### src/rtl/uart_tx.sv
// UART transmitter: 1 start bit, NB_DATA data bits LSB-first, optional parity, NB_STOP stop bits.
// Bit timing is 16 baud ticks per bit; o_tx, o_tx_done and o_busy are all registered.
module uart_tx #(
   parameter int unsigned NB_DATA = 8,
   parameter int unsigned NB_STOP = 1,
   parameter int unsigned PARITY  = 0
) (
   input  logic               i_clk,
   input  logic               i_reset,
   input  logic               i_tick,
   input  logic               i_tx_start,
   input  logic [NB_DATA-1:0] i_tx_data,
   output logic               o_tx,
   output logic               o_tx_done,
   output logic               o_busy
);

   localparam logic [4:0] BitLast  = 5'd15;
   localparam logic [4:0] StopLast = 5'(NB_STOP * 16 - 1);
   localparam logic [2:0] DataLast = 3'(NB_DATA - 1);

   typedef enum logic [2:0] {
      StIdle   = 3'd0,
      StStart  = 3'd1,
      StData   = 3'd2,
      StParity = 3'd3,
      StStop   = 3'd4
   } state_e;

   state_e             state;
   logic [4:0]         tick_cnt;
   logic [2:0]         bit_cnt;
   logic [NB_DATA-1:0] shreg;
   logic               parity_bit;
   logic               tx_q;
   logic               done_q;
   logic               busy_q;
   logic               new_parity;

   assign new_parity = (PARITY == 1) ? ~(^i_tx_data) : (^i_tx_data);

   always_ff @(posedge i_clk) begin
      if (i_reset) begin
         state      <= StIdle;
         tick_cnt   <= '0;
         bit_cnt    <= '0;
         shreg      <= '0;
         parity_bit <= 1'b0;
         tx_q       <= 1'b1;
         done_q     <= 1'b0;
         busy_q     <= 1'b0;
      end else begin
         done_q <= 1'b0;
         case (state)
            StIdle: begin
               tx_q   <= 1'b1;
               busy_q <= 1'b0;
               // The o_tx_done cycle is still part of the previous frame: no acceptance there.
               if (i_tx_start && !done_q) begin
                  shreg      <= i_tx_data;
                  parity_bit <= new_parity;
                  tick_cnt   <= '0;
                  tx_q       <= 1'b0;
                  busy_q     <= 1'b1;
                  state      <= StStart;
               end
            end

            StStart: begin
               if (i_tick) begin
                  if (tick_cnt == BitLast) begin
                     tick_cnt <= '0;
                     bit_cnt  <= '0;
                     tx_q     <= shreg[0];
                     state    <= StData;
                  end else begin
                     tick_cnt <= tick_cnt + 5'd1;
                  end
               end
            end

            StData: begin
               if (i_tick) begin
                  if (tick_cnt == BitLast) begin
                     tick_cnt <= '0;
                     shreg    <= shreg >> 1;
                     bit_cnt  <= bit_cnt + 3'd1;
                     if (bit_cnt == DataLast) begin
                        if (PARITY != 0) begin
                           tx_q  <= parity_bit;
                           state <= StParity;
                        end else begin
                           tx_q  <= 1'b1;
                           state <= StStop;
                        end
                     end else begin
                        tx_q <= shreg[1];
                     end
                  end else begin
                     tick_cnt <= tick_cnt + 5'd1;
                  end
               end
            end

            StParity: begin
               if (i_tick) begin
                  if (tick_cnt == BitLast) begin
                     tick_cnt <= '0;
                     tx_q     <= 1'b1;
                     state    <= StStop;
                  end else begin
                     tick_cnt <= tick_cnt + 5'd1;
                  end
               end
            end

            StStop: begin
               tx_q <= 1'b1;
               if (i_tick) begin
                  if (tick_cnt == StopLast) begin
                     tick_cnt <= '0;
                     done_q   <= 1'b1;
                     state    <= StIdle;
                  end else begin
                     tick_cnt <= tick_cnt + 5'd1;
                  end
               end
            end

            default: begin
               state    <= StIdle;
               tick_cnt <= '0;
               tx_q     <= 1'b1;
               busy_q   <= 1'b0;
            end
         endcase
      end
   end

   assign o_tx      = tx_q;
   assign o_tx_done = done_q;
   assign o_busy    = busy_q;

endmodule

### config.mk
export PLATFORM = sky130hd
export DESIGN_NAME = uart_tx
export DESIGN_NICKNAME = d
export VERILOG_FILES = /design/src/rtl/uart_tx.sv
export SDC_FILE = /design/constraint.sdc
export NUM_CORES = 1
export LEC_CHECK = 0
export ABC_AREA = 1
export ABC_CLOCK_PERIOD_IN_PS = 1850
export CAP_MARGIN = 10
export CORE_UTILIZATION = 54
export CTS_CLUSTER_DIAMETER = 100
export DETAILED_ROUTE_END_ITERATION = 10
export HOLD_SLACK_MARGIN = 0.05
export PLACE_DENSITY = 0.86
export SLEW_MARGIN = 20
export SYNTH_ARGS = -nofsm -noshare
export SYNTH_HDL_FRONTEND = slang
export SYNTH_SLANG_ARGS = --single-unit
### constraint.sdc
create_clock -name i_clk -period 1.85 [get_ports i_clk]
set_clock_uncertainty 0.05 [all_clocks]
set_input_delay 0.2775 -clock i_clk [delete_from_list [all_inputs] [get_ports i_clk]]
set_output_delay 0.2775 -clock i_clk [all_outputs]
set_load 0.01 [all_outputs]
==> impl_metrics.tcl, run 1 <==
set metrics [dict create \
    syn-num-nets 212 \
    gr-usage-met2_pct 43.8 \
    cts_max_level 1 \
    ys_top_cells_by_area "dfxtp_1 34%, nand2_1 18%, nor2_1 12%, nand3_1 6.2%, inv_1 4.4%" \
    die_w_um 50.8 \
    rows 17 \
    dp_cells 239 \
    track_usage_pct 23.9 \
    critical_path.slowest_cell "dfxtp_1" \
    place_congestion 0.890 \
    place_area_um2 1450 \
    grt_max_degree 17 \
    io_buffer_count 14 \
    viasPerCell 5.19 \
    hold_depth 2 \
    netlist.area_leader.share_pct 34.3 \
    synth-edff-count 0 \
    synth_most_common_cell "nand2_1" \
    power.internal_mw 1.08 \
    stdcell_count 244 \
    r2r-start "tick_cnt[1]$_SDFFE_PP0P_" \
    synth_cell_types 23 \
    clock.fmax_ghz 0.583 \
    period_share_pct 92.6 \
    setup.worst_path.end "bit_cnt[0]$_SDFFE_PP0P_" \
    syn_area_per_cell_um2 6.52 \
    die_y_um 50.8 \
    fillers 199 \
    finalHoldViolations 0 \
    cts_sinks 22 \
    startpoint "tick_cnt[1]$_SDFFE_PP0P_" \
    finalSetupViolCount 0 \
    design_area_um2 1490 \
    synth_area_um2 1280 \
    reg2reg_depth 9 \
    numCtsBuffers 3 \
    cellLeakagePower_nw 0.723 \
    pin_count 15 \
    setup_ws_ns 0.136 \
    p_sw_share_pct 45.4 \
    cp_data_arrival_time_ns 1.91 \
    grt_pass1_vias 1196 \
    ir_drop_v 0.000818 \
    grt_util_met3_pct 2.73 \
    drv_slew 0 \
    clk_pin_slew_ns 0.11 \
    synth_ff_type "dfxtp_1" \
    ctsHoldBuffers 0 \
    cts_tree "built" \
    grtUsageMet1_pct 27.0 \
    layout-drive-gt1-share_pct 11.6 \
    die_area_um2 2580 \
    critical_path.top_delay_family "simple AND/OR/NAND/NOR gates" \
    total_power_mw 1.99 \
    synth_top_cell_by_area "dfxtp_1" \
    critPathCaptureType "flop" \
    path_buf_inv 2 \
    antenna_cells 0 \
    drc 0 \
    required_ns 2.05 \
    cp_cell_sequence "ha_1, nand3_1, nor2_4, inv_1, nor2_1, inv_1, nor2_2, o21ai_0, nor2_1" \
    cts_root_buffer "clkbuf_4" \
    firstDrtPassIters 4 \
    max_slew_margin_pct 68.5 \
    antenna_left 0 \
    switching_power_mw 0.902 \
    async_flop_share_pct 0 \
    pre_cts_ws_ns 0.0411 \
    rsz0062_at_grt "true" \
    yosysWarningCount 0 \
    synth_cells 197 \
    p_seq_share_pct 34.9 \
    drt-initial-drc-count 18 \
    maxCapViolCount 0 \
    outcome "finished clean" \
    reg2reg_to "bit_cnt[0]$_SDFFE_PP0P_" \
    vias 1266 \
    worst_skew_pair.late_latency_ns 0.31 \
    critical-path-max-stage-delay_ns 0.38 \
    final.min_clock_period_ns 1.71 \
    crit_fanout 5 \
    combPwrFrac_pct 53.9 \
    ys_seq_elements 22 \
    floorplan.initialDensity_pct 57.5 \
    cp_num_cells 9 \
    ys_seq_area_share_pct 34.3 \
    antenna_found_initial 0 \
    grt_overflow 0 \
    postRouteWirelength_um 2740 \
    synth.top_cells.by_count "62 x nand2_1, 41 x nor2_1, 22 x dfxtp_1, 16 x nand3_1, 15 x inv_1" \
    critPathKind "reg -> reg" \
    power.density_nw_per_um2 1330 \
    pwr-share-clk_pct 11.2 \
    area_growth_pct 16.1 \
    grt_first_pass_wirelength_um 4660 \
    hpwl_um 2130 \
    final_nets 233 \
    core_um2 2230 \
    top_usage_layer "met2" \
    wl_per_cell_um 11.2 \
    worst_slew_pin_slew_ns 0.472 \
    critical_path.startpoint_type "flop" \
    reg2reg_slack_ns 0.14 \
    hold_path_class "reg -> reg" \
    clock_path_buffers 2 \
]
[cells in the final DEF (no fill, tap or decap)]
cell             synthesis  final
nand2_1                 62     62
nor2_1                  41     40
dfxtp_1                 22     22
nand3_1                 16     16
inv_1                   15     15
clkdlybuf4s50_1          0     14
a21oi_1                  7      7
buf_4                    0      6
nand2_4                  4      4
o21ai_0                  4      4
inv_2                    3      3
nand4_1                  3      3
ha_1                     3      3
clkbuf_4                 0      3
nor2_4                   2      2
nand3_2                  2      2
nand2_2                  2      2
nand3b_1                 1      1
clkinv_4                 1      1
a21oi_4                  1      1
nor2_2                   0      1
o21ai_1                  1      1
nor3_1                   1      1
o21bai_1                 1      1
xor2_1                   1      1
[sequential cells by signal, indices dropped and copies added, names as in the netlist]
register,flops
shreg,8
tick_cnt,5
bit_cnt,3
state,3
o_busy,1
o_tx,1
o_tx_done,1
[power by group through the flow]
stage               sequential (mW)  combinational, mW  clock [mW]
floorplan                     0.695              0.815           0
global placement              0.696              0.971           0
detailed placement            0.703               1.03           0
CTS                           0.693               1.03       0.225
global route                  0.710               1.20       0.248
finish                        0.694               1.07       0.223
[per-stage QoR]
step	utilization (%)	hold slack, ns	setup TNS [ns]
CTS	65.9	0.434	0
floorplan	-	0.389	0
global placement	64.9	0.399	0
finish	66.7	0.431	0
detailed placement	64.9	0.415	0
global route	66.7	0.449	-0.0461
[worst reg2reg max path, delay by kind of cell (launching register included)]
family                     cells  cell delay, ns
buffers and inverters          2            0.20
and+or+nand+nor                5            0.73
AOI/OAI and AO/OA              1            0.09
adders and majority gates      1            0.20
DFF                            1            0.38
[worst min-delay path by stage]
stage	endpoint	startpoint	slack, ns
after detailed placement	o_tx$_SDFFE_PP1P_	o_tx$_SDFFE_PP1P_	0.42
after floorplan	o_busy$_SDFFE_PP0N_	i_tx_start	0.39
after global routing	bit_cnt[1]$_SDFFE_PP0P_	bit_cnt[1]$_SDFFE_PP0P_	0.45
after CTS	bit_cnt[2]$_SDFFE_PP0P_	bit_cnt[2]$_SDFFE_PP0P_	0.43
final	bit_cnt[2]$_SDFFE_PP0P_	bit_cnt[2]$_SDFFE_PP0P_	0.43
after global placement	o_busy$_SDFFE_PP0N_	o_busy$_SDFFE_PP0N_	0.40
[cells by family (layout without fill, tap and decap cells)]
family | after synthesis | after routing | synth area share (%)
AND/OR/NAND/NOR | 134 | 134 | 46.6
adder cells (fa/ha/maj) | 3 | 3 | 2.92
AO/OA/AOI/OAI | 14 | 14 | 6.53
XOR/XNOR | 1 | 1 | 0.682
buffers and inverters | 23 | 42 | 8.97
flip-flops | 22 | 22 | 34.3
[timing repair]
| item | CTS | global route |
|---|---|---|
| buffers inserted | 0 | 2 |
| endpoints found under the setup margin | 0 | 8 |
| resized for setup | 0 | 1 |
[layout make-up]
class                      count  area, µm²  area share, %
multi-input combinational    152        731           49.0
sequential                    22        440           29.6
timing repair buffer          20        185           12.4
inverter                      19       76.3           5.12
tap                           28       35.0           2.35
clock buffer                   3       22.5           1.51
[layer usage]
layer | vias up | wire (µm)
li1 | 662 | -
met1 | 560 | 1210
met2 | 33 | 1330
met3 | 11 | 106
met4 | 0 | 91
met5 | - | 0
Note: power is estimated with default switching activity, not from simulation.
==> inputs of run 2 (changes only) <==
--- a/config.mk
+++ b/config.mk
@@ -8,11 +8,12 @@
 export ABC_AREA = 1
 export ABC_CLOCK_PERIOD_IN_PS = 1850
 export CAP_MARGIN = 10
-export CORE_UTILIZATION = 54
+export CORE_UTILIZATION = 57
+export CTS_BUF_LIST = sky130_fd_sc_hd__clkbuf_4 sky130_fd_sc_hd__clkbuf_8
 export CTS_CLUSTER_DIAMETER = 100
 export DETAILED_ROUTE_END_ITERATION = 10
 export HOLD_SLACK_MARGIN = 0.05
-export PLACE_DENSITY = 0.86
+export PLACE_DENSITY = 0.9
 export SLEW_MARGIN = 20
 export SYNTH_ARGS = -nofsm -noshare
 export SYNTH_HDL_FRONTEND = slang
==> impl_metrics.tcl, run 2 (synthesis results as in run 1) <==
set metrics [dict create \
    viasPerCell 5.26 \
    grt_overflow 0 \
    hold_depth 2 \
    final.min_clock_period_ns 1.69 \
    hold_path_class "reg -> reg" \
    io_buffer_count 14 \
    reg2reg_to "shreg[7]$_SDFFE_PP0P_" \
    track_usage_pct 25.2 \
    setup_ws_ns 0.160 \
    die_y_um 49.5 \
    finalHoldViolations 0 \
    layout-drive-gt1-share_pct 12.1 \
    pre_cts_ws_ns -0.00953 \
    worst_slew_pin_slew_ns 0.434 \
    vias 1268 \
    antenna_found_initial 0 \
    period_share_pct 91.3 \
    reg_top3 "shreg (8), tick_cnt (5)" \
    reg2reg_depth 10 \
    drt-initial-drc-count 32 \
    max_slew_margin_pct 71.0 \
    r2r-start "state[1]$_SDFFE_PP0P_" \
    final_common_cell "nand2_1" \
    cts_max_level 1 \
    clock_path_buffers 2 \
    hp-start "o_busy$_SDFFE_PP0N_" \
    ir_drop_v 0.000859 \
    cp_data_arrival_time_ns 1.85 \
    cellLeakagePower_nw 0.716 \
    critical-path-max-stage-delay_ns 0.43 \
    cts_sinks 22 \
    fillers 167 \
    clk_pin_slew_ns 0.12 \
    grt_first_pass_wirelength_um 4750 \
    final_cell_mix "62 x nand2_1, 40 x nor2_1, 20 x dfxtp_1, 15 x inv_1, 15 x nand3_1" \
    numCtsBuffers 3 \
    pin_count 15 \
    dp_cells 237 \
    cts_tree "built" \
    maxCapViolCount 0 \
    floorplan.initialDensity_pct 62.9 \
    worst_skew_pair.late_latency_ns 0.30 \
    total_power_mw 1.99 \
    whs_endpoint "o_busy$_SDFFE_PP0N_" \
    cp_cell_sequence "inv_2, nor2_4, nand2_4, clkinv_4, nand2_2, a21oi_4, buf_12, nand2_1, o21ai_1, nor2_1" \
    hpwl_um 2080 \
    die_w_um 49.5 \
    stdcell_count 241 \
    clock.fmax_ghz 0.592 \
    rows 16 \
    grt_max_degree 17 \
    cts_root_buffer "clkbuf_4" \
    power.density_nw_per_um2 1330 \
    firstDrtPassIters 4 \
    critical_path.slowest_cell "dfxtp_1" \
    required_ns 2.01 \
    multi_input_area_um2 736 \
    area_growth_pct 16.4 \
    drv_slew 0 \
    antenna_left 0 \
    drc 0 \
    top_register "shreg" \
    outcome "finished clean" \
    largest_register_ffs 8 \
    reg2reg_slack_ns 0.16 \
    final_nets 231 \
    postRouteWirelength_um 2740 \
    die_area_um2 2450 \
    ctsHoldBuffers 0 \
    antenna_cells 0 \
    crit_fanout 16 \
    finalSetupTns_ns 0 \
    grt_pass1_vias 1192 \
    layout.area.seq_um2 443 \
    fin_util_pct 73.2 \
    wl_per_cell_um 11.4 \
    place_congestion 0.835 \
    core_um2 2040 \
    critical_path.startpoint_type "flop" \
    finalSetupViolCount 0 \
    critPathCaptureType "flop" \
    critPathKind "reg -> reg" \
]
[run 2: worst max-delay path, delay by kind of cell, from the launching register on]
family                 cells  cell delay [ns]
AOI/OAI and AO/OA          2             0.26
buffers and inverters      3             0.37
DFF                        1             0.43
and+or+nand+nor            5             0.48
[run 2: worst max path at each step]
| stage | cells past startpoint | slack (ns) | from | end |
|---|---|---|---|---|
| after floorplan | 9 | 0.31 | tick_cnt[0]$_SDFFE_PP0P_ | shreg[5]$_SDFFE_PP0P_ |
| after global placement | 8 | 0.08 | i_tick | shreg[1]$_SDFFE_PP0P_ |
| after detailed placement | 8 | -0.01 | i_tick | shreg[7]$_SDFFE_PP0P_ |
| after CTS | 8 | 0.02 | tick_cnt[0]$_SDFFE_PP0P_ | shreg[7]$_SDFFE_PP0P_ |
| after global routing | 11 | -0.03 | state[0]$_SDFFE_PP0P_ | tick_cnt[0]$_SDFFE_PP0P_ |
| final | 10 | 0.16 | state[1]$_SDFFE_PP0P_ | shreg[7]$_SDFFE_PP0P_ |
[run 2: through the flow]
| stage | hold slack, ns | cell area (µm²) |
|---|---|---|
| floorplan | 0.389 | 1280 |
| global placement | 0.394 | 1440 |
| detailed placement | 0.397 | 1440 |
| CTS | 0.422 | 1460 |
| global route | 0.452 | 1490 |
| finish | 0.418 | 1490 |
[run 2: what timing repair did]
item	4_1_cts	5_1_grt
buffers inserted	0	1
endpoints found under the hold margin	0	0
resized for setup	0	4
setup endpoints to repair	0	13
[run 2: power by group]
group | leakage (nW) | switching, mW | internal [mW]
registers | 0.182 | 0.101 | 0.603
clock network | 0.0138 | 0.137 | 0.0760
logic | 0.521 | 0.653 | 0.419
total | 0.716 | 0.892 | 1.10
[run 2: per-layer routing]
metal | global-route usage (%) | wire length [µm] | part of all wire, % | vias up
met4 | 8.57 | 35 | 1.3 | 0
met2 | 46.6 | 1400 | 51 | 25
met5 | 0 | 0 | 0 | -
met1 | 28.8 | 1230 | 45 | 587
met3 | 4.32 | 75 | 2.7 | 5
li1 | - | - | - | 651
[run 2: cell type report]
type / instances / share of cell area (%)
multi-input cells: 152 / 49.2
flip-flops and latches: 22 / 29.6
repair buffers: 18 / 12.2
inverters: 19 / 5.11
well taps: 27 / 2.26
clock buffers: 3 / 1.51
==> inputs of run 3 (changes only) <==
--- a/config.mk
+++ b/config.mk
@@ -18,3 +18,4 @@
 export SYNTH_ARGS = -nofsm -noshare
 export SYNTH_HDL_FRONTEND = slang
 export SYNTH_SLANG_ARGS = --single-unit
+export TNS_END_PERCENT = 50
==> results of run 3 <==
Same layout as run 2: the final DEF is identical, and so are final timing and power.
